--- config.mk ---
export PLATFORM = sky130hd
export DESIGN_NAME = inst_fetch_queue
export DESIGN_NICKNAME = d
export VERILOG_FILES = /design/src/rtl/ifq_pkg.sv /design/src/rtl/ifq_fifo.sv /design/src/rtl/inst_fetch_queue.sv
export SDC_FILE = /design/constraint.sdc
export NUM_CORES = 1
export LEC_CHECK = 0
export CAP_MARGIN = 5
export CORE_MARGIN = 3
export CORE_UTILIZATION = 40
export DETAILED_ROUTE_END_ITERATION = 10
export REMOVE_ABC_BUFFERS = 1
export SETUP_SLACK_MARGIN = 0.15
export SLEW_MARGIN = 20
export SYNTH_ARGS = -nofsm -noshare
export SYNTH_HDL_FRONTEND = slang
export SYNTH_SLANG_ARGS = --single-unit
--- constraint.sdc ---
create_clock -name clk -period 9.53 [get_ports clk]
set_input_delay 2.3825 -clock clk [delete_from_list [all_inputs] [get_ports clk]]
set_output_delay 2.3825 -clock clk [all_outputs]
set_load 0.02 [all_outputs]
--- src/rtl/ifq_pkg.sv ---
// Shared defaults, entry type and pointer sizing for the instruction fetch queue.
package ifq_pkg;

    localparam int          IFQ_DEPTH    = 4;
    localparam logic [31:0] IFQ_RESET_PC = 32'h0000_0000;

    typedef struct packed {
        logic [31:0] pc;
        logic [31:0] inst;
    } ifq_entry_t;

    function automatic int ifq_ptr_w(input int depth);
        return (depth > 1) ? $clog2(depth) : 1;
    endfunction

    localparam int IFQ_PTR_W = ifq_ptr_w(IFQ_DEPTH);

endpackage

--- src/rtl/ifq_fifo.sv ---
// Circular buffer of fetched {pc, inst} entries with head/tail pointers and occupancy.
// Flush and reset both empty it; DEPTH must be a power of two so pointers wrap naturally.
module ifq_fifo
    import ifq_pkg::*;
#(
    parameter int DEPTH = IFQ_DEPTH
) (
    input  logic                      clk,
    input  logic                      rst,
    input  logic                      i_flush,
    input  logic                      i_wr_en,
    input  ifq_entry_t                i_wr_data,
    input  logic                      i_rd_en,
    output ifq_entry_t                o_head,
    output logic [ifq_ptr_w(DEPTH):0] o_count,
    output logic                      o_empty
);

    localparam int             PTR_W      = ifq_ptr_w(DEPTH);
    localparam logic [PTR_W:0] FULL_COUNT = (PTR_W + 1)'(DEPTH);

    ifq_entry_t       r_mem [DEPTH];
    logic [PTR_W-1:0] r_head;
    logic [PTR_W-1:0] r_tail;
    logic [PTR_W:0]   r_count;
    logic             w_full;
    logic             w_wr;
    logic             w_rd;

    assign o_empty = (r_count == '0);
    assign w_full  = (r_count == FULL_COUNT);
    assign w_rd    = i_rd_en && !o_empty;
    assign w_wr    = i_wr_en && (!w_full || w_rd);
    assign o_head  = r_mem[r_head];
    assign o_count = r_count;

    // NOTE: the entry array carries no reset; occupancy alone decides which entries are live.
    always_ff @(posedge clk) begin
        if (w_wr) begin
            r_mem[r_tail] <= i_wr_data;
        end
    end

    always_ff @(posedge clk) begin
        if (rst || i_flush) begin
            r_head  <= '0;
            r_tail  <= '0;
            r_count <= '0;
        end else begin
            if (w_wr) begin
                r_tail <= r_tail + 1'b1;
            end
            if (w_rd) begin
                r_head <= r_head + 1'b1;
            end
            case ({w_wr, w_rd})
                2'b10:   r_count <= r_count + 1'b1;
                2'b01:   r_count <= r_count - 1'b1;
                default: r_count <= r_count;
            endcase
        end
    end

endmodule

--- src/rtl/inst_fetch_queue.sv ---
// Instruction fetch sequencer: issues ROM reads, tags returns with their PC and queues them for ID.
// Define IFQ_BYPASS_EN to forward a return straight to the consumer when the queue is empty.
module inst_fetch_queue
    import ifq_pkg::*;
#(
    parameter int          DEPTH    = IFQ_DEPTH,
    parameter logic [31:0] RESET_PC = IFQ_RESET_PC
) (
    input  logic                    clk,
    input  logic                    rst,
    output logic [6:0]              rom_addr,
    output logic                    rom_req,
    input  logic [31:0]             rom_data,
    input  logic                    redirect,
    input  logic [31:0]             redirect_pc,
    input  logic                    deq_ready,
    output logic                    deq_valid,
    output logic [31:0]             deq_inst,
    output logic [31:0]             deq_pc,
    output logic [$clog2(DEPTH):0]  count
);

    localparam int             CNT_W     = $clog2(DEPTH) + 1;
    localparam logic [CNT_W:0] DEPTH_LIM = (CNT_W + 1)'(DEPTH);

    logic [31:0]      r_fetch_pc;
    logic [31:0]      r_inflight_pc;
    logic             r_inflight;
    logic [CNT_W-1:0] w_count;
    logic [CNT_W:0]   w_occupancy;
    logic             w_empty;
    logic             w_issue;
    logic             w_bypass;
    logic             w_deq;
    logic             w_wr;
    ifq_entry_t       w_head;
    ifq_entry_t       w_wr_entry;

    // Credit only registered state so a slot freed by this cycle's dequeue is not reused yet.
    assign w_occupancy = {1'b0, w_count} + {{CNT_W{1'b0}}, r_inflight};
    assign w_issue     = !rst && !redirect && (w_occupancy < DEPTH_LIM);
    assign rom_req     = w_issue;
    assign rom_addr    = r_fetch_pc[8:2];

`ifdef IFQ_BYPASS_EN
    assign w_bypass = w_empty && r_inflight;
`else
    assign w_bypass = 1'b0;
`endif

    assign deq_valid  = !rst && (!w_empty || w_bypass);
    assign deq_inst   = w_bypass ? rom_data : w_head.inst;
    assign deq_pc     = w_bypass ? r_inflight_pc : w_head.pc;
    assign w_deq      = deq_valid && deq_ready;
    assign w_wr       = r_inflight && !redirect && !(w_bypass && deq_ready);
    assign w_wr_entry = '{pc: r_inflight_pc, inst: rom_data};
    assign count      = w_count;

    // NOTE: registered state is updated only with non-blocking assignments to avoid ordering races.
    always_ff @(posedge clk) begin
        if (rst) begin
            r_fetch_pc    <= RESET_PC;
            r_inflight    <= 1'b0;
            r_inflight_pc <= RESET_PC;
        end else if (redirect) begin
            r_fetch_pc <= redirect_pc;
            r_inflight <= 1'b0;
        end else begin
            r_inflight <= w_issue;
            if (w_issue) begin
                r_inflight_pc <= r_fetch_pc;
                r_fetch_pc    <= r_fetch_pc + 32'd4;
            end
        end
    end

    ifq_fifo #(
        .DEPTH (DEPTH)
    ) u_fifo (
        .clk       (clk),
        .rst       (rst),
        .i_flush   (redirect),
        .i_wr_en   (w_wr),
        .i_wr_data (w_wr_entry),
        .i_rd_en   (w_deq && !w_bypass),
        .o_head    (w_head),
        .o_count   (w_count),
        .o_empty   (w_empty)
    );

endmodule

==> results of run 1 <==
==> layout make-up <==
| type | count | area (um^2) | share of cell area |
|---|---|---|---|
| flip-flops and latches | 330 | 9180 | 0.587 |
| multi-input cells | 397 | 3290 | 0.210 |
| repair buffers | 153 | 1500 | 0.0960 |
| clock buffers | 50 | 1030 | 0.0661 |
| well taps | 396 | 495 | 0.0317 |
| clock inverters | 11 | 110 | 0.00704 |
| inverters | 9 | 35.0 | 0.00224 |
==> registers in the layout, indices dropped and copies added, names as in the netlist, named ones only <==
register        count
u_fifo.r_head       2
u_fifo.r_tail       2
r_fetch_pc         32
u_fifo.r_mem      256
r_inflight_pc      32
u_fifo.o_count      3
r_inflight          1
==> worst paths after layout <==
path | start | endpoint
max | redirect | rom_req
min reg2reg | r_fetch_pc[1] | r_inflight_pc[1]
min | r_fetch_pc[1] | r_inflight_pc[1]
max reg2reg | u_fifo.o_count[0] | u_fifo.r_mem[0][22]
==> through the flow <==
step                      instances  hold WS, ns
final                          1346        0.457
after global placement         1285        0.446
after CTS                      1346        0.458
after floorplan                 736        0.425
after detailed placement       1285        0.451
after global routing           1346        0.488
==> metal layers <==
layer	wire, um	global-route usage	vias to the layer above
li1	-	-	3339
met1	11700	0.217	3484
met2	12000	0.243	224
met3	1700	0.0365	35
met4	460	0.0390	0
met5	0	0	-
==> power by group <==
group | internal [mW] | total, mW | switching [mW]
sequential | 1.57 | 1.59 | 0.0209
clock | 0.808 | 1.33 | 0.521
combinational | 0.0655 | 0.135 | 0.0697
==> Yosys cell counts, types with 2 or more instances <==
library cell,n,share of area
a21o_1,2,0.0012
a21oi_1,56,0.022
a22oi_1,4,0.0024
a31oi_1,11,0.0054
and2_1,14,0.0069
and3_1,3,0.0015
and4_1,5,0.0034
buf_1,6,0.0018
buf_2,9,0.0035
buf_4,7,0.0041
buf_6,3,0.0027
clkbuf_1,24,0.0071
dfxtp_1,74,0.12
edfxtp_1,256,0.60
ha_1,5,0.0049
inv_1,8,0.0024
mux2_2,2,0.0018
mux2i_1,5,0.0039
mux4_2,64,0.11
nand2_1,93,0.027
nand2b_1,3,0.0015
nand3_1,14,0.0055
nand3_2,2,0.0016
nand4_1,12,0.0059
nor2_1,29,0.0085
nor2b_1,2,0.00098
nor3_1,16,0.0063
nor4_1,5,0.0025
nor4_2,2,0.0020
o211ai_1,3,0.0018
o21ai_0,13,0.0051
o22ai_1,3,0.0015
o311ai_0,4,0.0028
or2_0,2,0.00098
xnor2_1,6,0.0041
==> cell usage in the layout, fill, tap and decap left out, types with 3 or more instances in the layout <==
master	n
and3_1	3
and4_1	5
o311ai_0	4
a31oi_1	11
and2_1	10
clkbuf_8	6
xnor2_1	6
a22oi_1	4
inv_1	8
ha_1	5
edfxtp_1	256
dfxtp_1	72
clkinv_2	5
mux4_2	64
o211ai_1	3
nand2b_1	3
mux2i_1	5
buf_4	10
and2_4	4
clkinvlp_4	3
nand4_1	12
nand3_1	14
nand2_1	93
nor4_1	5
o21ai_0	13
a21oi_1	56
clkbuf_1	7
o22ai_1	3
clkdlybuf4s50_1	142
nor2_1	29
nor3_1	16
clkbuf_16	37
==> cell families after synthesis <==
kind of cell               after synthesis  synth area share
DFF                                    330             0.720
and+or+nand+nor                        207            0.0777
AOI/OAI and AO/OA                      104            0.0476
muxes                                   73             0.121
buffers and inverters                   59            0.0223
xor gates and xnor gates                 7           0.00482
adders and majority gates                6           0.00649
==> critical path, delay by kind of cell <==
family	cells	cell delay (ns)
buf+inv	4	1.30
simple gates	2	0.82
==> impl_metrics.yaml, run 1 <==
outcome:
  status: "finished clean"
layout:
  fillCellCount: 2598
  finalNetCount: 1000
  drive_above_1_share: 0.151
  stdcell_area_um2: 15600
  finish.utilization: 0.505
  num_antenna_cells: 0
  area_growth_pct: 22.9
logic_synthesis:
  netlist_area_um2: 12700
  ys.warnings.count: 0
  ys_ff_latch: 330
  synth_ff_type: "edfxtp_1"
  ys_types: 54
  synth.avg_cell_area_um2: 16.2
  synth_edf_count: 256
  netlist_instances: 786
  seq_area_frac_synth: 0.720
  async_reset_ff_frac: 0
critical_path:
  cp_slowest_cell: "clkdlybuf4s50_1"
  cp_cell_sequence: "clkdlybuf4s50_1 > buf_4 > or2_1 > or3_2 > clkinv_2 > clkdlybuf4s50_1"
  cp.required_ns: 7.15
  worst-setup-path-type: "in -> out"
  ff2ff_setup_slack_ns: 6.92
  cp-start-kind: "input port"
  cp.arrival_ns: 4.51
  critPathMaxFanout: 32
  cpMostUsedCell: "clkdlybuf4s50_1"
  cp-end-kind: "output pin"
  critPathMaxStageDelay_ns: 0.59
  worstRegToRegCells: 4
power:
  power_mw: 3.05
  ir_drop_mv: 0.0929
  leakage_nw: 4.92
  power_density_nw_per_um2: 195
grt:
  gr-usage-all-layers: 0.154
  antenna_found_initial: 0
  grt_pass1_wl_mm: 40.8
  grt_remaining_overflow: 0
  grt_max_degree: 69
  first_global_vias: 7213
sta:
  fin_setup_tns_ns: 0
  slew_violations: 0
  rsz0062_at_grt: "false"
  final_hold_viol_count: 0
  tightestPinTransition_ns: 1.01
  fin_ws_ns: 2.63
  fin_crit_sh: 0.724
  setup_viol: 0
  period_minus_slack_ns: 6.90
  fin_skew_ns: 0.0121
  slew_headroom: 0.325
  clock.fmax_mhz: 145
min_path:
  min_path_type: "reg -> reg"
  hold_path_depth: 2
clock_tree:
  cts_num_sinks: 330
  cts-buffers-inserted: 35
  cts_buffer_depth: 3
  cts_tree: "built"
  ctsHtreeMaxLevel: 2
  post_cts.repair.setup_buffers: 0
  cts_hold_buffers: 0
  cts_root_buf: "clkbuf_16"
  clock_latency_ns: 0.51
  clkTransAtPathRegs_ns: 0.06
  ctsResizeCount: 0
flow_run:
  max-cap-violations: 0
die:
  num_rows: 64
  core_area_um2: 31000
  start_util: 0.411
  dieArea_um2: 34000
  boundaryPins: 144
  dieWidth_um: 184
  dieHeight_um: 184
placed_design:
  pre_cts_ws_ns: 2.63
  io_buffers: 143
  postPlaceCellArea_um2: 14500
  hpwlAfterDp_mm: 15.2
  gp_congestion: 0.794
routing:
  remaining_drc_errors: 0
  routedWlPerCell_um: 19.3
  vias: 7082
  first_pass_iters: 5
  viasPerCell: 5.26
  first_iter_violations: 388
  drt_wl_total_mm: 25.9
  drtAntennaViolNets: 0
No activity file was read; power rests on OpenSTA's default activity.
==> run 2, diff against run 1 <==
Clock period 9.53 ns to 7.2 ns, I/O delays scaled along.
==> run 2 against run 1 <==
Net effect: design area decreased by 0.32%; clock skew increased by 0.0048 ns; sequential share of layout area increased by 0.19 points.
==> impl_metrics.yaml, run 2 (synthesized netlist as in run 1, its figures left out) <==
die:
  dieWidth_um: 184
  boundaryPins: 144
  core_area_um2: 31000
  start_util: 0.411
  dieArea_um2: 34000
  num_rows: 64
  dieHeight_um: 184
critical_path:
  critPathMaxFanout: 9
  cp.arrival_ns: 3.69
  cp-end-kind: "output pin"
  cp.required_ns: 5.40
  cp-start-kind: "input port"
  worst-setup-path-type: "in -> out"
clock_tree:
  post_cts.repair.setup_buffers: 0
  cts-buffers-inserted: 36
  ctsHtreeMaxLevel: 2
  cts_buffer_depth: 3
  clkTransAtPathRegs_ns: 0.06
  cts_root_buf: "clkbuf_16"
  cts_num_sinks: 330
  cts_hold_buffers: 0
  ctsResizeCount: 0
  clock_latency_ns: 0.51
  cts_tree: "built"
sta:
  slew_violations: 0
  tightestPinTransition_ns: 0.940
  slew_headroom: 0.368
  fin_skew_ns: 0.0169
  fin_setup_tns_ns: 0
  clock.fmax_mhz: 182
  period_minus_slack_ns: 5.49
  whs_ns: 0.460
  setup_viol: 0
  final_hold_viol_count: 0
  fin_crit_sh: 0.762
  rsz0062_at_grt: "false"
layout:
  layout_common_cells: "256 x edfxtp_1, 142 x clkdlybuf4s50_1, 93 x nand2_1"
  final_common_cell: "edfxtp_1"
  largest_reg_flops: 256
  fillCellCount: 2617
  finalNetCount: 1002
  regMostFlops: "u_fifo.r_mem"
  area_growth_pct: 22.5
  num_antenna_cells: 0
  drive_above_1_share: 0.143
  top_regs: "u_fifo.r_mem x256, r_fetch_pc x32, r_inflight_pc x32"
power:
  power_switching_mw: 0.800
  ir_drop_mv: 0.122
  p_int_mw: 3.18
  power_density_nw_per_um2: 255
  seqPwrFrac: 0.528
  pwr-share-clk: 0.427
  comb_power_share: 0.045
  swShare: 0.201
  leakage_nw: 4.90
  power_mw: 3.98
routing:
  routedWlPerCell_um: 19.6
  first_iter_violations: 418
  wirelength_met1_mm: 12.0
  wl_met2_mm: 12.5
  top_layer: "met4"
  viasPerCell: 5.31
  vias: 7155
  met3WireLength_mm: 1.62
  drt_wl_total_mm: 26.4
  remaining_drc_errors: 0
  drtAntennaViolNets: 0
  first_pass_iters: 4
grt:
  antenna_found_initial: 0
  grt_remaining_overflow: 0
  gr-usage-all-layers: 0.155
  grt_max_degree: 69
  first_global_vias: 7221
  grt_pass1_wl_mm: 40.8
placed_design:
  gp_congestion: 0.777
  hpwlAfterDp_mm: 15.9
  io_buffers: 143
min_path:
  min_path_type: "reg -> reg"
outcome:
  status: "finished clean"
flow_run:
  max-cap-violations: 0
## run 2: cell count changes in the layout (fill, tap and decap cells not counted), sizes merged
cell	previous run	this run
clkinvlp	3	0
clkinv	7	11
buf	11	12
## run 2: stage by stage
step | utilization | cells | setup slack, ns | area [um^2]
2_1_floorplan | - | 736 | 1.32 | 12500
3_3_place_gp | 0.468 | 1286 | 1.73 | 14500
3_5_place_dp | 0.468 | 1286 | 1.71 | 14500
4_1_cts | 0.503 | 1348 | 1.70 | 15600
5_1_grt | 0.503 | 1348 | 1.64 | 15600
6_report | 0.503 | 1348 | 1.71 | 15600
## run 2: cell type report
cell class / count / area (um^2) / share of cell area
inverter: 9 / 35.0 / 0.00225
tap: 396 / 495 / 0.0318
multi-input combinational: 397 / 3290 / 0.211
timing repair buffer: 154 / 1510 / 0.0968
clock inverter: 12 / 103 / 0.00658
sequential: 330 / 9180 / 0.588
clock buffer: 50 / 985 / 0.0631
## run 2: power by group through the flow
stage / logic (mW) / registers (mW) / clock network, mW
5_1_grt: 0.195 / 2.11 / 1.83
4_1_cts: 0.182 / 2.10 / 1.75
3_5_place_dp: 0.181 / 2.14 / 0
6_report: 0.179 / 2.10 / 1.70
2_1_floorplan: 0.0747 / 2.14 / 0
3_3_place_gp: 0.179 / 2.14 / 0
## run 2: final timing paths
kind                                            end              start  slack, ns  depth (start not counted)
worst max-delay path                        rom_req           redirect       1.71                          5
worst min-delay path               r_inflight_pc[0]      r_fetch_pc[0]       0.46                          2
worst max register to register  u_fifo.r_mem[3][29]  u_fifo.o_count[0]       4.56                          4
worst min register to register     r_inflight_pc[0]      r_fetch_pc[0]       0.46                          2
## run 2: critical path, stage by stage
cell,delay (ns)
clkdlybuf4s50_1,0.42
or2_1,0.33
or3_2,0.47
clkinv_2,0.07
clkdlybuf4s50_1,0.59
## run 2: per-layer routing
layer | vias to the layer above | GRT usage
met4 | 0 | 0.0363
met2 | 213 | 0.250
met1 | 3586 | 0.217
met5 | - | 0
li1 | 3323 | -
met3 | 33 | 0.0334
